<file path="src/rtl/serial_paralelo.sv">
// rtl/serial_paralelo.sv - single-lane MSB-first deserializer with COM-based byte alignment
// Hunts for COM, confirms COM_COUNT aligned COMs, then strobes out one byte every 8 clocks.
module serial_paralelo #(
    parameter logic [7:0] COM       = 8'hBC,
    parameter int         COM_COUNT = 4
) (
    input  logic       clk_32f,
    input  logic       reset,
    input  logic       data_in,
    output logic [7:0] data_out,
    output logic       byte_stb,
    output logic       valid_out,
    output logic       active
);

    typedef enum logic [1:0] {
        SEARCH    = 2'd0,
        ALIGN     = 2'd1,
        ACTIVE_ST = 2'd2
    } state_t;

    localparam logic [3:0] COM_CNT_MAX = 4'(COM_COUNT);

    state_t     state_q, state_d;
    logic [7:0] sr_q;
    logic [2:0] bit_cnt_q, bit_cnt_d;
    logic [3:0] com_cnt_q, com_cnt_d;
    logic [7:0] data_out_q, data_out_d;
    logic       byte_stb_q, byte_stb_d;
    logic       valid_q, valid_d;
    logic       active_q, active_d;
    logic       is_com;
    logic       boundary;

    // The shifter runs through reset; its contents are re-qualified by the search anyway.
    always_ff @(posedge clk_32f) begin
        sr_q <= {sr_q[6:0], data_in};
    end

    assign is_com   = (sr_q == COM);
    assign boundary = (bit_cnt_q == 3'd0);

    always_ff @(posedge clk_32f) begin
        if (reset) begin
            state_q    <= SEARCH;
            bit_cnt_q  <= 3'd0;
            com_cnt_q  <= 4'd0;
            data_out_q <= 8'h00;
            byte_stb_q <= 1'b0;
            valid_q    <= 1'b0;
            active_q   <= 1'b0;
        end else begin
            state_q    <= state_d;
            bit_cnt_q  <= bit_cnt_d;
            com_cnt_q  <= com_cnt_d;
            data_out_q <= data_out_d;
            byte_stb_q <= byte_stb_d;
            valid_q    <= valid_d;
            active_q   <= active_d;
        end
    end

    // Anchoring loads 1 so the counter wraps to 0 exactly 8 clocks after the detecting cycle.
    always_comb begin
        state_d   = state_q;
        com_cnt_d = com_cnt_q;
        bit_cnt_d = bit_cnt_q + 3'd1;
        case (state_q)
            SEARCH: begin
                if (is_com) begin
                    bit_cnt_d = 3'd1;
                    com_cnt_d = 4'd1;
                    state_d   = (COM_CNT_MAX <= 4'd1) ? ACTIVE_ST : ALIGN;
                end
            end
            ALIGN: begin
                if (boundary) begin
                    if (!is_com) begin
                        state_d   = SEARCH;
                        com_cnt_d = 4'd0;
                    end else if (com_cnt_q >= COM_CNT_MAX - 4'd1) begin
                        com_cnt_d = COM_CNT_MAX;
                        state_d   = ACTIVE_ST;
                    end else begin
                        com_cnt_d = com_cnt_q + 4'd1;
                    end
                end
            end
            ACTIVE_ST: begin
                state_d = ACTIVE_ST;
            end
            default: begin
                state_d   = SEARCH;
                com_cnt_d = 4'd0;
            end
        endcase
    end

    always_comb begin
        data_out_d = data_out_q;
        valid_d    = valid_q;
        byte_stb_d = 1'b0;
        active_d   = (state_d == ACTIVE_ST);
        if (state_q == ACTIVE_ST && boundary) begin
            data_out_d = sr_q;
            byte_stb_d = 1'b1;
            valid_d    = !is_com;
        end
    end

    assign data_out  = data_out_q;
    assign byte_stb  = byte_stb_q;
    assign valid_out = valid_q;
    assign active    = active_q;

endmodule

</file>
<file path="config.mk">
export PLATFORM = sky130hd
export DESIGN_NAME = serial_paralelo
export DESIGN_NICKNAME = d
export VERILOG_FILES = /design/src/rtl/serial_paralelo.sv
export SDC_FILE = /design/constraint.sdc
export NUM_CORES = 1
export LEC_CHECK = 0
export BUFFER_PORTS_ARGS = -buffer_cell sky130_fd_sc_hd__buf_4
export CAP_MARGIN = 20
export CORE_ASPECT_RATIO = 0.5
export CORE_MARGIN = 2
export CORE_UTILIZATION = 30
export DETAILED_ROUTE_END_ITERATION = 6
export HOLD_SLACK_MARGIN = 0.15
export REMOVE_ABC_BUFFERS = 1
export SYNTH_ARGS = -nofsm -noshare
export SYNTH_HDL_FRONTEND = slang
export SYNTH_SLANG_ARGS = --single-unit
</file>
<file path="constraint.sdc">
create_clock -name clk_32f -period 1.85 [get_ports clk_32f]
set_input_delay 0.2775 -clock clk_32f [delete_from_list [all_inputs] [get_ports clk_32f]]
set_output_delay 0.2775 -clock clk_32f [all_outputs]
set_load 0.1 [all_outputs]
</file>
==> summary.md <==
| Metric | Value |
|---|---|
| Post-synthesis average cell area | `a little under 10 µm²` |
| GRT Residual Overflow | `0` |
| Initial antenna violation count | `0` |
| Worst setup EP type | `flop` |
| CP Launch Type | `flop` |
| Cts hold-fix bufs | `1` |
| Worst Path Required | `2050 ps` |
| Max-cap viol count | `0` |
| Clock Sinks | `28` |
| Reg power frac | `0.642` |
| Hold WC Path Type | `in2reg` |
| Slew margin rel. | `0.7345` |
| Sw Ratio | `0.2017` |
| Total iterations of the first detailed-routing run | `4` |
| P_sw | `0.1977 mW` |
| CTS buffer count | `3` |
| Yosys top cell by area | `dfxtp_1` |
| Yosys reg bits | `28` |
| P per Cell Area | `roughly 830 nW/µm²` |
| Initial core utilization | `0.3224` |
| Unrepaired setup endpoints after global routing | `false` |
| Fillers | `about 310` |
| Ant diodes | `0` |
| Synth Warn # | `0` |
| Final setup viols | `0` |
| Layout Skew | `1.656 ps` |
| Outcome | `completed` |
| Top cells by area, synth | `dfxtp_1 57%, a21oi_1 7.1%, nand2_1 6.8%, ha_1 3.8%, nor3_1 3.0%` |
| Vias after detailed routing | `699` |
| Rows | `14` |
| Mapped Cells | `between 100 and 150` |
| Worst VDD drop | `0.2691 mV` |
| RePlAce Congestion | `slightly below 0.8` |
| Worst path arrival time | `1780 ps` |
| Clk pwr share | `0.317` |
| CTS tree | `done` |
| Die Ht | `44.59 µm` |
| Max Root-Sink Buffers | `2` |
| Final wirelength | `1630 µm` |
| Core area | `between 3000 and 4000 µm²` |
| IO Pins | `14` |
| Sequential area share after synthesis | `0.5671` |
| Iteration-0 DRC Markers | `37` |
| Buffers on Ports | `13` |
| Internal reg-to-reg setup slack | `280 ps` |
| Die area | `3798 µm²` |
| DRC Markers | `0` |
| DR vias/cell | `about 4.5` |
| H-Tree Depth | `1` |
| Mapped cell area | `988.4 µm²` |
| Combinational share of power | `0.040` |
| Routed Antenna Nets | `0` |
| Final Util | `0.3861` |
| Yosys cell types | `22` |
| Area share of the largest cell type after synthesis | `0.5671` |
| Tcrit/Tclk final | `0.8492` |
| Number of global-route vias before repair | `about 640` |
| Die W | `between 80 and 90 µm` |
| Area growth syn-to-layout | `19.75%` |
| Max FO, Critical Path | `4` |
| Fmax | `between 0.6 and 0.7 GHz` |
| Pint | `0.7823 mW` |
| Post-DP HPWL | `between 1000 and 1500 µm` |
| Largest net degree at the start of global routing | `21` |
| LEAKAGE | `~0.45 nW` |
| Endpoints failing hold | `0` |
| Total track usage | `0.1009` |
| Worst slew pin tran | `slightly below 400 ps` |
| Post-CTS resize count | `0` |
| WL per Instance | `slightly above 10 µm` |
| Clock Latency Late Sink | `260 ps` |
| CTS root buf | `clkbuf_8` |
| Reg clk slew, reported paths | `approximately 80 ps` |
| Max-slew violation count | `0` |
| Setup Buffers After CTS | `0` |
| Final layout net count | `~130` |
| Share of cells above drive strength 1 | `0.1709` |
| CP Class | `reg2reg` |
| Setup_tns | `0 ps` |
| Final min period | `1571 ps` |
| Global-route wire length before repair | `a little under 3000 µm` |
stage by stage:
| step | std cells | hold slack (ps) | cell area [µm²] | setup WS, ps | total power [mW] |
|---|---|---|---|---|---|
| floorplan | 99 | 305.2 | 977.2 | 368.9 | 0.6666 |
| global placement | 153 | 361.1 | 1132 | 288.1 | 0.6822 |
| detailed placement | 153 | 362.2 | 1132 | 295.1 | 0.6829 |
| CTS | 157 | 323.0 | 1184 | 274.2 | 0.9990 |
| global route | 157 | 333.9 | 1184 | 162.3 | 1.034 |
| finish | 157 | 323.8 | 1184 | 278.9 | 0.9800 |
worst paths after layout:
check,to,start,cells after the start
min,com_cnt_q[0]$_SDFFE_PP0P_,reset,2
min reg2reg,sr_q[2]$_DFF_P_,sr_q[1]$_DFF_P_,0
max,com_cnt_q[1]$_SDFFE_PP0P_,com_cnt_q[0]$_SDFFE_PP0P_,4
max reg2reg,com_cnt_q[1]$_SDFFE_PP0P_,com_cnt_q[0]$_SDFFE_PP0P_,4
routing by layer:
metal / wire (µm) / track usage / vias to the layer above
met1: 898 / 0.1352 / 304
met4: 27 / 0.03810 / 0
met2: 627 / 0.1469 / 12
met3: 77 / 0.04104 / 5
met5: 0 / 0 / -
li1: - / - / 378
cell families after synthesis:
kind of cell | after synthesis | synth area share
DFF | 28 | 0.5671
and+or+nand+nor | 43 | 0.2481
adders and majority gates | 3 | 0.03798
xor gates and xnor gates | 1 | 0.008862
AOI/OAI and AO/OA | 21 | 0.1152
buffers and inverters | 6 | 0.02278
sequential cells by signal, summed over array words and instances (netlist names):
signal     cells
active         1
bit_cnt_q      3
byte_stb       1
com_cnt_q      4
data_out       8
sr_q           8
state_q        2
valid_out      1
power by group through the flow:
stage	Sequential [mW]	Clock (mW)	Combinational, mW
after floorplan	0.642	0	0.0249
after global placement	0.644	0	0.0384
after detailed placement	0.644	0	0.0389
after CTS	0.630	0.329	0.0406
after global routing	0.632	0.355	0.0465
final	0.630	0.311	0.0395
cell usage after synthesis:
cell	count
dfxtp_1	28
ha_1	3
nor3b_1	2
o21ai_0	4
a21o_1	1
inv_1	3
a21oi_1	14
nand2_1	18
a211oi_1	1
or4_1	1
nor3_1	6
nand2b_1	2
nand3_1	3
nor2_1	5
or3_1	2
xnor2_1	1
nor2b_1	1
o31a_1	1
clkbuf_1	3
nand4b_4	1
nand4bb_4	1
or2_4	1
cell type report:
cell class / instances / area [µm²] / area share
clock buffers: 3 / 41.29 / 0.03488
flip-flops and latches: 28 / 560.5 / 0.4736
inverters: 3 / 11.26 / 0.009514
well taps: 40 / 50.05 / 0.04228
multi-input cells: 68 / 405.4 / 0.3425
repair buffers: 15 / 115.1 / 0.09725
cells in the final DEF, fill, tap and decap left out, types with 2 or more instances in the layout:
master,instances
ha_1,3
nor3b_1,2
or3_1,2
dfxtp_1,28
nand2_1,18
nand3_1,3
o21ai_0,4
buf_4,14
a21oi_1,14
clkbuf_8,3
nor3_1,6
nand2b_1,2
nor2_1,5
inv_1,3
critical path, stage by stage (launching register included):
cell and delay (ps):
dfxtp_1 330, ha_1 180, or3_1 370, or4_1 490, a21oi_1 140
No activity file was read; power rests on OpenSTA's default activity.
